===== config.mk =====
export PLATFORM = sky130hd
export DESIGN_NAME = sr_latch_driver
export DESIGN_NICKNAME = d
export VERILOG_FILES = /design/src/rtl/sr_drv_pkg.sv /design/src/rtl/sr_latch_driver_sync_2ff.sv /design/src/rtl/sr_latch_driver.sv
export SDC_FILE = /design/constraint.sdc
export NUM_CORES = 1
export LEC_CHECK = 0
export ABC_AREA = 1
export CAP_MARGIN = 20
export CORE_UTILIZATION = 35
export CTS_CLUSTER_DIAMETER = 50
export DETAILED_ROUTE_END_ITERATION = 10
export GPL_TIMING_DRIVEN = 0
export SETUP_SLACK_MARGIN = 0.2
export SKIP_LAST_GASP = 1
export SYNTH_ARGS = -nofsm -noshare
export SYNTH_HDL_FRONTEND = slang
export SYNTH_HIERARCHICAL = 1
export SYNTH_SLANG_ARGS = --single-unit
export TNS_END_PERCENT = 50

===== constraint.sdc =====
create_clock -name clk -period 1.9 [get_ports clk]
set_clock_uncertainty 0.1 [all_clocks]
set_input_delay 0.38 -clock clk [delete_from_list [all_inputs] [get_ports clk]]
set_output_delay 0.38 -clock clk [all_outputs]
set_load 0.05 [all_outputs]

===== src/rtl/sr_drv_pkg.sv =====
// Shared types and elaboration helpers for the SR latch driver.
package sr_drv_pkg;

  typedef enum logic [1:0] {
    ST_IDLE,
    ST_PULSE,
    ST_DEAD,
    ST_CHECK
  } state_t;

  // One down-counter serves both the pulse and the dead phase.
  function automatic int cnt_width(input int p, input int d);
    int m;
    m = (p > d) ? p : d;
    return $clog2(m + 1);
  endfunction

  // Dead time below two cycles would let CHECK see stale synchroniser data.
  function automatic bit params_ok(input int p, input int d, input int c);
    return (p >= 1) && (d >= 2) && ((c == 0) || (c == 1));
  endfunction

endpackage


===== src/rtl/sr_latch_driver_sync_2ff.sv =====
// Two-flop synchroniser for the asynchronous latch readback.
module sync_2ff (
  input  logic clk,
  input  logic rst_n,
  input  logic i_d,
  output logic o_q
);

  logic r_meta;
  logic r_sync;

  always_ff @(posedge clk or negedge rst_n) begin
    if (!rst_n) begin
      r_meta <= 1'b0;
      r_sync <= 1'b0;
    end else begin
      r_meta <= i_d;
      r_sync <= r_meta;
    end
  end

  assign o_q = r_sync;

endmodule


===== src/rtl/sr_latch_driver.sv =====
// Drives non-overlapping set/reset pulses into an external SR latch and
// verifies the latch readback after every pulse.
module sr_latch_driver
  import sr_drv_pkg::*;
#(
  parameter int PULSE_CYCLES = 4,
  parameter int DEAD_CYCLES  = 2,
  parameter int CHECK_EN     = 1
) (
  input  logic clk,
  input  logic rst_n,
  input  logic cmd_valid,
  output logic cmd_ready,
  input  logic cmd_set,
  input  logic cmd_force,
  output logic s_out,
  output logic r_out,
  input  logic q_in,
  input  logic q_prim_in,
  output logic q_expect,
  output logic state_known,
  output logic busy,
  output logic err_mismatch,
  input  logic err_clr
);

  localparam int CW = cnt_width(PULSE_CYCLES, DEAD_CYCLES);
  localparam logic [CW-1:0] P_LOAD = CW'(PULSE_CYCLES - 1);
  localparam logic [CW-1:0] D_LOAD = CW'(DEAD_CYCLES - 1);

  generate
    if (!params_ok(PULSE_CYCLES, DEAD_CYCLES, CHECK_EN)) begin : g_bad_params
      $error("sr_latch_driver: illegal PULSE_CYCLES/DEAD_CYCLES/CHECK_EN");
    end
  endgenerate

  logic w_q_sync;
  logic w_qp_sync;

  sync_2ff u_sync_q  (.clk(clk), .rst_n(rst_n), .i_d(q_in),      .o_q(w_q_sync));
  sync_2ff u_sync_qp (.clk(clk), .rst_n(rst_n), .i_d(q_prim_in), .o_q(w_qp_sync));

  state_t        r_state;
  logic [CW-1:0] r_cnt;
  logic          r_set;
  logic          r_s;
  logic          r_r;
  logic          r_ready;
  logic          r_busy;
  logic          r_q_exp;
  logic          r_known;
  logic          r_err;

  logic w_skip;
  assign w_skip = r_known && !cmd_force && (cmd_set == r_q_exp);

  always_ff @(posedge clk or negedge rst_n) begin
    if (!rst_n) begin
      r_state <= ST_IDLE;
      r_cnt   <= '0;
      r_set   <= 1'b0;
      r_s     <= 1'b0;
      r_r     <= 1'b0;
      r_ready <= 1'b1;
      r_busy  <= 1'b0;
      r_q_exp <= 1'b0;
      r_known <= 1'b0;
      r_err   <= 1'b0;
    end else begin
      // A mismatch raised in CHECK below overrides this clear.
      if (err_clr) r_err <= 1'b0;
      case (r_state)
        ST_IDLE: begin
          if (cmd_valid && !w_skip) begin
            r_set   <= cmd_set;
            r_s     <= cmd_set;
            r_r     <= !cmd_set;
            r_cnt   <= P_LOAD;
            r_ready <= 1'b0;
            r_busy  <= 1'b1;
            r_state <= ST_PULSE;
          end
        end
        ST_PULSE: begin
          if (r_cnt == '0) begin
            r_s     <= 1'b0;
            r_r     <= 1'b0;
            r_q_exp <= r_set;
            r_known <= 1'b1;
            r_cnt   <= D_LOAD;
            r_state <= ST_DEAD;
          end else begin
            r_cnt <= r_cnt - 1'b1;
          end
        end
        ST_DEAD: begin
          if (r_cnt == '0) r_state <= ST_CHECK;
          else             r_cnt   <= r_cnt - 1'b1;
        end
        ST_CHECK: begin
          if ((CHECK_EN != 0) && ((w_q_sync != r_q_exp) || (w_qp_sync == w_q_sync)))
            r_err <= 1'b1;
          r_ready <= 1'b1;
          r_busy  <= 1'b0;
          r_state <= ST_IDLE;
        end
        default: r_state <= ST_IDLE;
      endcase
    end
  end

  assign cmd_ready    = r_ready;
  assign s_out        = r_s;
  assign r_out        = r_r;
  assign q_expect     = r_q_exp;
  assign state_known  = r_known;
  assign busy         = r_busy;
  assign err_mismatch = r_err;

endmodule


# Word-level counts from Yosys, hierarchy flattened

Index checks and enable logic that the tools add are counted.

Flip-flop bits (word level): 17
Input port bits: 8
Output and inout bits: 7
Logic and storage cells: 63

Add/sub/neg operators: 1
Equal/unequal tests: 10
Multiplexer cells: 20
Reductions and logical operators: 18

Operators with widths:

| kind                                                               | count |
|---|---|
| 3-bit 2-to-1 mux                                                   | 3 |
| 3-bit one-hot mux with 3 select lines                              | 1 |
| 3-bit AND reduction                                                | 3 |
| 1-bit 2-to-1 mux                                                   | 8 |
| 2-bit != test, second input constant                               | 4 |
| 1-bit one-hot mux with 2 select lines                              | 4 |
| 2-bit one-hot mux with 4 select lines                              | 1 |
| 2-bit 2-to-1 mux                                                   | 3 |
| 2-bit AND reduction                                                | 3 |
| 2-bit == test, second input constant                               | 2 |
| 2-bit nonzero test                                                 | 2 |
| 1-bit logical AND                                                  | 3 |
| 1-bit logical NOT                                                  | 3 |
| 3-bit logical NOT                                                  | 1 |
| 3-bit nonzero test                                                 | 1 |
| 3-bit by 1-bit subtractor with 3-bit output, second input constant | 1 |
| 1-bit == test                                                      | 2 |
| 2-bit by 1-bit == test with 1-bit output, second input constant    | 1 |
| 2-bit logical NOT                                                  | 1 |
| 1-bit logical OR                                                   | 1 |
| 1-bit != test                                                      | 1 |

# Depth between registers and ports, before layout

Gate-level depths: netlist of the first run.

Word-level depth: 7
Depth in mapped cells: 9
Depth with buffers taken out: 9

# Cells and area by module

The synthesis of the first run kept the hierarchy.

Modules (own cells, without submodules):

| module          | instances | cells each | area each (sq um) | sequential area each (sq um) |
|---|---|---|---|---|
| sr_latch_driver | 1         | 103        | 800.8             | 326.6 |
| sync_2ff        | 2         | 2          | 50.0              | 50.0 |

# Worst setup path before layout of the first run

No wires, ideal clock.

Path type: reg-to-reg
From: register r_q_exp, in the netlist q_expect
To: register r_r, in the netlist r_out
Setup time: 119 ps
Arrival: 1218 ps
Required time: 1681 ps
Setup slack: 463 ps
Cell stages (with the launch flop): 8
Path buffers: 0
Clock period less this slack: 1437 ps
Cells stage by stage: dfrtp_1 -> inv_1 -> nand2_1 -> nand3_2 -> nand2_2 -> nand2_4 -> nand3_1 -> nand2_1

Cells in the longest elaborated chain, start to end: 6

Ends and longest elaborated chain:

| what                                 | line                  | source |
|---|---|---|
| start: declaration                   | sr_latch_driver.sv:50 | `logic r_q_exp;` |
| start signal: assignment             | sr_latch_driver.sv:88 | `r_q_exp <= r_set;` |
| 1-bit == test                        | sr_latch_driver.sv:55 | `assign w_skip = r_known && !cmd_force && (cmd_set == r_q_exp);` |
| 1-bit logical AND                    | sr_latch_driver.sv:55 |  |
| 1-bit logical NOT                    | sr_latch_driver.sv:74 | `if (cmd_valid && !w_skip) begin` |
| 1-bit logical AND                    | sr_latch_driver.sv:74 |  |
| 2-bit != test (no source line)       | -                     |  |
| 3-bit AND reduction (no source line) | -                     |  |
| end signal: assignment               | sr_latch_driver.sv:77 | `r_r <= !cmd_set;` |
| end: declaration                     | sr_latch_driver.sv:47 | `logic r_r;` |

No other way between the ends.
A chain may end at the register's enable or synchronous reset.

# Worst setup path in the final report of the first run

From: register r_known, in the netlist state_known
To: output port state_known

RTL lines:

| what                     | line                  | source |
|---|---|---|
| start: declaration       | sr_latch_driver.sv:51 | `logic r_known;` |
| start signal: assignment | sr_latch_driver.sv:67 | `r_known <= 1'b0;` |
| start signal: assignment | sr_latch_driver.sv:89 | `r_known <= 1'b1;` |
| end: declaration         | sr_latch_driver.sv:21 | `output logic state_known,` |

No word-level cell between the ends.

==> flow_summary.json, run 1 <==
{
  "tightest_slew_ns": 0.739,
  "whs_path_depth": 0,
  "power_density_mw_per_mm2": 1870,
  "finalSetupTns_ns": -0.0246,
  "crit_required_ns": 1.42,
  "grt_pass1_wl_microns": 2750,
  "place_inst": 151,
  "num_rows": 18,
  "yosysWarningCount": 6,
  "critPathSlowestCell": "clkdlybuf4s50_1",
  "netlist-cell-type-count": 21,
  "status": "complete, but fails checks",
  "ant_nets": 0,
  "largest_reg_flops": 3,
  "synth-compound-area-share_pct": 6.11,
  "synth_seq_cells": 17,
  "synth_edf_count": 0,
  "fmax_mhz": 520,
  "cts.sinks": 17,
  "cp_slowest_stage_delay_ns": 0.80,
  "h-tree-depth": 1,
  "synth_seq_area_share_pct": 47.4,
  "start_kind": "flip-flop",
  "reg2reg_from": "r_state[1]$_DFFE_PN0P_",
  "finalCritPeriodShare_pct": 101,
  "port_buffers": 14,
  "syn_inst": 107,
  "grt_usage_pct": 14.0,
  "postSynthAreaPerCell_sq_um": 8.42,
  "hold_start": "u_sync_q/r_meta$_DFF_PN0_",
  "area_growth_pct": 23.2,
  "period_minus_slack_ns": 1.92,
  "grt_max_degree": 18,
  "cts_tree": "yes",
  "synth.mux.area_fraction_pct": 0,
  "die_area_sq_mm": 0.00278,
  "clockBufferDepth": 2,
  "rsz0062_at_grt": "true",
  "clk_pin_slew_ns": 0.10,
  "grt.overflow.total": 0,
  "critPathTopFamily": "buffers and inverters",
  "top_regs": "r_cnt: 3 flops, r_state: 2 flops",
  "syn_nets": 122,
  "nFillCells": 242,
  "rrSetupSlack_ns": 0.37,
  "layoutNonFillerInstCount": 155,
  "synth-simple-area-share_pct": 30.0,
  "layout-drive-gt1-share_pct": 14.4,
  "crit_type": "reg -> out",
  "worst-path-buf-inv": 1,
  "dpl_cell_area_sq_mm": 0.00108,
  "routedWlPerCell_microns": 11.0,
  "synthAdderAreaFrac_pct": 9.72,
  "dieWidth_microns": 52.7,
  "initial_core_util_pct": 36.7,
  "synthFlopType": "dfrtp_1",
  "die_h_microns": 52.7,
  "root_buffer": "clkbuf_4",
  "wl_microns": 1710,
  "async_flop_share_pct": 100,
  "numCtsBuffers": 3,
  "grt_pass1_vias": 666,
  "seq_area_sq_um": 427,
  "multi_input_area_sq_um": 413,
  "finalHoldViolations": 0,
  "ff2ff_path_depth": 8,
  "first_pass_iters": 5,
  "core_area_sq_mm": 0.00245,
  "synth-xor-area-share_pct": 0,
  "cap_violations": 0,
  "post-route-util_pct": 45.2,
  "worst_slack_ns": -0.0246,
  "vdd_ir_drop_max_mv": 0.891,
  "p_total_w": 0.00207,
  "antenna_found_initial": 0,
  "largest_register": "r_cnt",
  "syn_area_sq_um": 901,
  "cts_setup_buffers": 0,
  "drc": 0,
  "insertedDiodeCount": 0,
  "setup_viol": 1,
  "p_leak_nw": 0.615,
  "nNetsFinal": 141,
  "synth_top_family_by_area": "simple AND/OR/NAND/NOR gates",
  "violations": "setup timing",
  "r2r-end": "r_out$_DFFE_PN0P_",
  "max-slew-margin-rel_pct": 50.6,
  "whs_endpoint": "u_sync_q/o_q$_DFF_PN0_",
  "crit_fanout": 2,
  "drtIter0Drc": 9,
  "vias_per_cell": 4.70,
  "dpl.hpwl_microns": 1310,
  "endpoint_kind": "primary output",
  "insertion_delay_ns": 0.29,
  "crit_path_cell_trace": "clkdlybuf4s50_1",
  "critPathArrivalTime_ns": 1.44,
  "gp_congestion": 0.752,
  "io_pins": 15,
  "hp-class": "reg -> reg",
  "vias": 729,
  "final_cell_area_sq_mm": 0.00111,
  "slew_viol_final": 0
}
-- cell usage after synthesis, types with 2 or more instances --
| cell type | count | area share (%) |
|---|---|---|
| o21ai_0 | 2 | 1.1 |
| ha_1 | 7 | 9.7 |
| o21ai_1 | 2 | 1.1 |
| nand2_2 | 4 | 2.8 |
| nand3_1 | 14 | 7.8 |
| nor2_1 | 6 | 2.5 |
| inv_1 | 11 | 4.6 |
| inv_2 | 4 | 1.7 |
| nand2_1 | 29 | 12 |
| dfrtp_1 | 16 | 44 |
| nand2_4 | 2 | 2.5 |
-- stage by stage --
stage | hold slack (ns) | setup slack, ns
4_1_cts | 0.260 | -0.0360
3_3_place_gp | 0.233 | 0.119
2_1_floorplan | -0.0156 | 0.463
5_1_grt | 0.270 | -0.0709
3_5_place_dp | 0.237 | 0.119
6_report | 0.256 | -0.0246
-- routing by layer --
metal | global-route usage (%) | wire length, microns
met4 | 6.58 | 22
met1 | 15.6 | 740
met2 | 24.7 | 852
met3 | 3.48 | 93
met5 | 0 | 0
-- logic make-up (layout without fill, tap and decap cells) --
| logic type | Yosys count | in the layout |
|---|---|---|
| adder cells (fa/ha/maj) | 7 | 7 |
| AO/OA/AOI/OAI | 9 | 9 |
| buffers and inverters | 16 | 34 |
| flip-flops | 17 | 17 |
| AND/OR/NAND/NOR | 58 | 58 |
-- worst max path at each step --
stage | from | cells after the start | endpoint | slack [ns]
2_1_floorplan | q_expect$_DFFE_PN0P_ | 7 | r_out$_DFFE_PN0P_ | 0.46
3_3_place_gp | cmd_ready$_DFFE_PN1P_ | 1 | cmd_ready | 0.12
3_5_place_dp | cmd_ready$_DFFE_PN1P_ | 1 | cmd_ready | 0.12
4_1_cts | busy$_DFFE_PN0P_ | 1 | busy | -0.04
5_1_grt | state_known$_DFFE_PN0P_ | 1 | state_known | -0.07
6_report | state_known$_DFFE_PN0P_ | 1 | state_known | -0.02
-- layout make-up --
type                            count  area share [%]
Multi-Input combinational cell     74            37.2
Timing Repair Buffer               14            13.1
Tap cell                           30            3.38
Sequential cell                    17            38.4
Clock buffer                        4            2.37
Inverter                           15            5.07
Buffer                              1           0.451
-- what timing repair did --
item | CTS | global route
gates resized for setup | 4 | 3
endpoints found under the setup margin | 7 | 7
hold buffers | 0 | 0
pin swaps | 0 | 0
-- placed cells by master, fill, tap and decap left out, drive strengths merged --
cell type	count
clkdlybuf4s50	8
o21ai	5
o22ai	1
nor2	6
o21a	1
or2	1
nand2	35
ha	7
dlygate4sd2	2
a21oi	1
dfstp	1
o21bai	1
dfrtp	16
dlymetal6s2s	3
nor3	1
clkbuf	5
clkdlybuf4s15	1
inv	15
nand3	15
-- report_power, final --
part / leakage, nW / total, W / switching [W] / internal (W)
logic: 0.398 / 0.00127 / 0.000830 / 0.000443
registers: 0.202 / 0.000603 / 0.0000900 / 0.000513
clock network: 0.0150 / 0.000194 / 0.000113 / 0.0000816
total: 0.615 / 0.00207 / 0.00103 / 0.00104
(Power assumes the default switching activity.)
==> inputs of run 2 (changes only) <==
--- a/config.mk
+++ b/config.mk
@@ -8,11 +8,14 @@
 export ABC_AREA = 1
 export CAP_MARGIN = 20
 export CORE_UTILIZATION = 35
+export CTS_BUF_LIST = sky130_fd_sc_hd__clkbuf_16
 export CTS_CLUSTER_DIAMETER = 50
 export DETAILED_ROUTE_END_ITERATION = 10
 export GPL_TIMING_DRIVEN = 0
+export PLACE_DENSITY_LB_ADDON = 0.3
 export SETUP_SLACK_MARGIN = 0.2
 export SKIP_LAST_GASP = 1
+export SLEW_MARGIN = 0
 export SYNTH_ARGS = -nofsm -noshare
 export SYNTH_HDL_FRONTEND = slang
 export SYNTH_HIERARCHICAL = 1
==> flow_summary.json, run 2 (same netlist as run 1, synthesis figures left out) <==
{
  "p_leak_nw": 0.630,
  "port_buffers": 14,
  "largest_reg_flops": 3,
  "vias": 737,
  "grt_usage_pct": 14.1,
  "vdd_ir_drop_max_mv": 0.971,
  "numCtsBuffers": 3,
  "worst-path-buf-inv": 1,
  "finalHoldViolations": 0,
  "gp_congestion": 0.725,
  "grt_pass1_wl_microns": 2690,
  "ff2ff_path_depth": 8,
  "vias_per_cell": 4.75,
  "status": "completed",
  "max-slew-margin-rel_pct": 50.8,
  "period_minus_slack_ns": 1.86,
  "setup_viol": 0,
  "crit_required_ns": 1.42,
  "hp-class": "reg -> reg",
  "core_area_sq_mm": 0.00245,
  "critPathTopFamily": "buffers and inverters",
  "finalCritPeriodShare_pct": 97.9,
  "num_rows": 18,
  "root_buffer": "clkbuf_16",
  "crit_fanout": 2,
  "endpoint": "busy",
  "power.switching_w": 0.00103,
  "endpoint_kind": "primary output",
  "layout-drive-gt1-share_pct": 15.2,
  "place_inst": 151,
  "clockBufferDepth": 2,
  "start_kind": "flip-flop",
  "critPathSlowestCell": "clkdlybuf4s50_1",
  "cp.depth": 1,
  "slew_viol_final": 0,
  "finalSetupTns_ns": 0,
  "cp_slowest_stage_delay_ns": 0.80,
  "nNetsFinal": 141,
  "r2r-end": "r_out$_DFFE_PN0P_",
  "crit_path_cell_trace": "clkdlybuf4s50_1",
  "initial_core_util_pct": 36.7,
  "drc": 0,
  "critPathArrivalTime_ns": 1.38,
  "h-tree-depth": 1,
  "swShare_pct": 45.3,
  "clkPwrFrac_pct": 18.0,
  "cap_violations": 0,
  "top_regs": "r_cnt: 3 flops, r_state: 2 flops",
  "ctsHoldBuffers": 0,
  "fmax_mhz": 538,
  "rrSetupSlack_ns": 0.38,
  "cts.sinks": 17,
  "clk_pin_slew_ns": 0.05,
  "antenna_found_initial": 0,
  "ant_nets": 0,
  "final_cell_mix": "29 x nand2_1, 16 x dfrtp_1, 14 x nand3_1",
  "drtIter0Drc": 9,
  "insertedDiodeCount": 0,
  "die_h_microns": 52.7,
  "reg2reg_from": "r_state[1]$_DFFE_PN0P_",
  "worst_slack_ns": 0.0398,
  "layoutNonFillerInstCount": 155,
  "largest_register": "r_cnt",
  "insertion_delay_ns": 0.24,
  "layout_commonest_cell": "nand2_1",
  "first_pass_iters": 4,
  "grt.overflow.total": 0,
  "power_density_mw_per_mm2": 1950,
  "die_area_sq_mm": 0.00278,
  "post-route-util_pct": 47.2,
  "io_pins": 15,
  "area_growth_pct": 28.7,
  "pwr-share-comb_pct": 55.4,
  "dieWidth_microns": 52.7,
  "holdWs_ns": 0.244,
  "pre_cts_ws_ns": 0.124,
  "grt_pass1_vias": 675,
  "p_int_w": 0.00124,
  "rsz0062_at_grt": "true",
  "power_frac_seq_pct": 26.6,
  "grt_max_degree": 18,
  "routedWlPerCell_microns": 10.2,
  "crit_type": "reg -> out",
  "cts_tree": "yes",
  "startpoint": "busy$_DFFE_PN0P_",
  "wl_microns": 1580,
  "tightest_slew_ns": 0.736,
  "dpl.hpwl_microns": 1270,
  "nFillCells": 237
}
run 2: cell count changes in the layout (fill, tap and decap cells not counted), sizes merged:
| cell | change |
|---|---|
| clkinv | +1 |
| clkbuf | -1 |
| dlymetal6s2s | -1 |
| dlygate4sd2 | +1 |
| clkdlybuf4s15 | -1 |
| clkdlybuf4s50 | +1 |
run 2: layer usage:
metal | GRT usage (%) | vias to the layer above | wire [microns]
met4 | 9.21 | 0 | 27
li1 | - | 375 | -
met2 | 25.5 | 17 | 801
met3 | 3.48 | 4 | 77
met5 | 0 | - | 0
met1 | 14.1 | 341 | 671
run 2: cell type report:
type                            count  area (sq um)  area share (%)
Sequential cell                    17           427            36.8
Timing Repair Buffer               14           141            12.2
Buffer                              1          5.00           0.432
Multi-Input combinational cell     74           413            35.6
Clock buffer                        3          75.1            6.47
Tap cell                           30          37.5            3.24
Inverter                           15          56.3            4.85
Clock inverter                      1          5.00           0.432
run 2: repair_timing:
| action | in CTS | in global routing |
|---|---|---|
| resized for setup | 3 | 2 |
| hold endpoints to repair | 0 | 0 |
| setup endpoints to repair | 7 | 5 |
| setup buffers | 0 | 0 |
| gates cloned | 0 | 0 |
run 2: worst min-delay path by stage:
stage / from / to / slack (ns) / cells past startpoint
after floorplan: rst_n / busy$_DFFE_PN0P_ / -0.02 / 0
after global placement: u_sync_q/r_meta$_DFF_PN0_ / u_sync_q/o_q$_DFF_PN0_ / 0.23 / 0
after detailed placement: u_sync_q/r_meta$_DFF_PN0_ / u_sync_q/o_q$_DFF_PN0_ / 0.24 / 0
after CTS: u_sync_q/r_meta$_DFF_PN0_ / u_sync_q/o_q$_DFF_PN0_ / 0.25 / 0
after global routing: u_sync_q/r_meta$_DFF_PN0_ / u_sync_q/o_q$_DFF_PN0_ / 0.25 / 0
final: u_sync_q/r_meta$_DFF_PN0_ / u_sync_q/o_q$_DFF_PN0_ / 0.24 / 0
run 2: power by group through the flow:
| stage | registers, W | logic (W) | clock network (W) |
|---|---|---|---|
| after floorplan | 0.000843 | 0.000739 | 0 |
| after detailed placement | 0.000609 | 0.00129 | 0 |
| after CTS | 0.000604 | 0.00128 | 0.000419 |
| after global routing | 0.000620 | 0.00141 | 0.000440 |
| after global placement | 0.000607 | 0.00126 | 0 |
| final | 0.000601 | 0.00125 | 0.000408 |
run 2: metrics by stage:
stage / cell area, sq um / total power [W]
floorplan: 901 / 0.00158
finish: 1160 / 0.00226
detailed placement: 1080 / 0.00190
global placement: 1080 / 0.00187
CTS: 1150 / 0.00230
global route: 1160 / 0.00247
==> inputs of run 3 (changes only) <==
--- a/config.mk
+++ b/config.mk
@@ -8,11 +8,12 @@
 export ABC_AREA = 1
 export CAP_MARGIN = 20
 export CORE_UTILIZATION = 35
-export CTS_BUF_LIST = sky130_fd_sc_hd__clkbuf_16
+export CTS_BUF_LIST = sky130_fd_sc_hd__clkbuf_4 sky130_fd_sc_hd__clkbuf_8
 export CTS_CLUSTER_DIAMETER = 50
 export DETAILED_ROUTE_END_ITERATION = 10
 export GPL_TIMING_DRIVEN = 0
 export PLACE_DENSITY_LB_ADDON = 0.3
+export REMOVE_ABC_BUFFERS = 1
 export SETUP_SLACK_MARGIN = 0.2
 export SKIP_LAST_GASP = 1
 export SLEW_MARGIN = 0
==> flow_summary.json, run 3 (same netlist as run 1, synthesis figures left out) <==
{
  "status": "complete, but fails checks",
  "violations": "setup timing",
  "pre_cts_ws_ns": 0.104,
  "worst-path-buf-inv": 1,
  "clockBufferDepth": 2,
  "pwr-share-comb_pct": 61.3,
  "grt_pass1_wl_microns": 2700,
  "largest_reg_flops": 3,
  "power_frac_seq_pct": 29.4,
  "tightest_slew_ns": 0.767,
  "num_rows": 18,
  "grt_pass1_vias": 671,
  "cts_setup_buffers": 0,
  "cap_violations": 0,
  "crit_fanout": 2,
  "p_total_w": 0.00205,
  "endpoint_kind": "primary output",
  "crit_path_cell_trace": "clkdlybuf4s50_1",
  "fmax_mhz": 521,
  "start_kind": "flip-flop",
  "swShare_pct": 49.6,
  "area_growth_pct": 22.8,
  "p_int_w": 0.00103,
  "grt_max_degree": 18,
  "cp.depth": 1,
  "die_h_microns": 52.7,
  "dpl.hpwl_microns": 1280,
  "grt.overflow.total": 0,
  "largest_register": "r_cnt",
  "insertion_delay_ns": 0.29,
  "core_area_sq_mm": 0.00245,
  "final_cell_mix": "29 x nand2_1, 16 x dfrtp_1, 14 x nand3_1",
  "max-slew-margin-rel_pct": 48.7,
  "layout-drive-gt1-share_pct": 14.5,
  "vdd_ir_drop_max_mv": 0.779,
  "whs_path_depth": 0,
  "numCtsBuffers": 3,
  "crit_type": "reg -> out",
  "root_buffer": "clkbuf_4",
  "cts_tree": "yes",
  "clk_pin_slew_ns": 0.11,
  "grt_usage_pct": 13.4,
  "hp-class": "reg -> reg",
  "drc": 0,
  "h-tree-depth": 1,
  "nNetsFinal": 140,
  "critPathTopFamily": "buffers and inverters",
  "top_regs": "r_cnt: 3 flops, r_state: 2 flops",
  "power_density_mw_per_mm2": 1850,
  "setup_viol": 1,
  "crit_required_ns": 1.42,
  "worst_slack_ns": -0.0180,
  "vias_per_cell": 4.60,
  "reg2reg_from": "r_state[0]$_DFFE_PN0P_",
  "wl_microns": 1610,
  "insertedDiodeCount": 0,
  "antenna_found_initial": 0,
  "initial_core_util_pct": 36.7,
  "port_buffers": 14,
  "period_minus_slack_ns": 1.92,
  "ant_nets": 0,
  "slew_viol_final": 0,
  "cp_slowest_stage_delay_ns": 0.79,
  "critPathArrivalTime_ns": 1.44,
  "layout_commonest_cell": "nand2_1",
  "finalHoldViolations": 0,
  "critPathSlowestCell": "clkdlybuf4s50_1",
  "clkPwrFrac_pct": 9.3,
  "drtIter0Drc": 6,
  "r2r-end": "r_cnt[1]$_DFFE_PN0P_",
  "cts.sinks": 17,
  "ff2ff_path_depth": 7,
  "vias": 709,
  "p_leak_nw": 0.603,
  "finalCritPeriodShare_pct": 101,
  "hold_start": "u_sync_q/r_meta$_DFF_PN0_",
  "dieWidth_microns": 52.7,
  "gp_congestion": 0.725,
  "rrSetupSlack_ns": 0.41,
  "whs_endpoint": "u_sync_q/o_q$_DFF_PN0_",
  "first_pass_iters": 4,
  "power.switching_w": 0.00101,
  "io_pins": 15,
  "post-route-util_pct": 45.1,
  "rsz0062_at_grt": "true",
  "die_area_sq_mm": 0.00278,
  "routedWlPerCell_microns": 10.4
}
==> run 3: cell count changes in the layout (fill, tap and decap cells not counted), sizes merged <==
cell,previous run,this run
clkdlybuf4s15,0,1
dlymetal6s2s,2,3
dlygate4sd2,3,2
clkbuf,4,3
clkdlybuf4s50,9,8
==> run 3: final cells by class <==
class	count	area, sq um
clock buffers	3	22.5
clock inverters	1	5.00
fillers	237	1350
inverters	15	56.3
multi-input cells	74	413
flip-flops and latches	17	427
well taps	30	37.5
repair buffers	14	145
==> run 3: power by group through the flow <==
stage / registers [W] / logic (W) / clock network, W
finish: 0.000603 / 0.00125 / 0.000190
global placement: 0.000610 / 0.00126 / 0
CTS: 0.000606 / 0.00127 / 0.000195
detailed placement: 0.000613 / 0.00129 / 0
floorplan: 0.000843 / 0.000735 / 0
global route: 0.000620 / 0.00139 / 0.000217
==> run 3: repair_timing <==
| action | 4_1_cts | 5_1_grt |
|---|---|---|
| hold buffers | 0 | 0 |
| setup endpoints to repair | 7 | 7 |
| hold endpoints to repair | 0 | 0 |
| gates resized for setup | 4 | 3 |
==> run 3: worst max-delay path by stage <==
stage	to	slack, ns	from
final	s_out	-0.02	s_out$_DFFE_PN0P_
after global routing	s_out	-0.07	s_out$_DFFE_PN0P_
after CTS	busy	-0.03	busy$_DFFE_PN0P_
after global placement	cmd_ready	0.12	cmd_ready$_DFFE_PN1P_
after detailed placement	cmd_ready	0.10	cmd_ready$_DFFE_PN1P_
after floorplan	r_out$_DFFE_PN0P_	0.46	q_expect$_DFFE_PN0P_
==> run 3: layer usage <==
| layer | routed length [microns] | up-vias | GRT usage [%] | share of wire [%] |
|---|---|---|---|---|
| li1 | - | 372 | - | - |
| met1 | 759 | 326 | 15.4 | 47 |
| met2 | 776 | 11 | 23.6 | 48 |
| met3 | 68 | 0 | 3.77 | 4.2 |
| met4 | 0 | 0 | 3.95 | 0 |
| met5 | 0 | - | 0 | 0 |
==> run 3: worst register-to-register path, stage by stage, from the launching register on <==
cell and delay (ns):
dfrtp_1 0.43, inv_1 0.12, ha_1 0.27, inv_2 0.05, o21bai_1 0.18, inv_2 0.09, nand3_1 0.09, nand2_1 0.06
==> run 3: stage by stage <==
stage	cells	instance area, sq um	TNS, ns	hold slack [ns]
after floorplan	106	896	0	-0.0156
after detailed placement	150	1070	0	0.241
after global routing	154	1110	-0.0698	0.269
after global placement	150	1070	0	0.233
after CTS	154	1100	-0.0986	0.264
final	154	1110	-0.0180	0.258
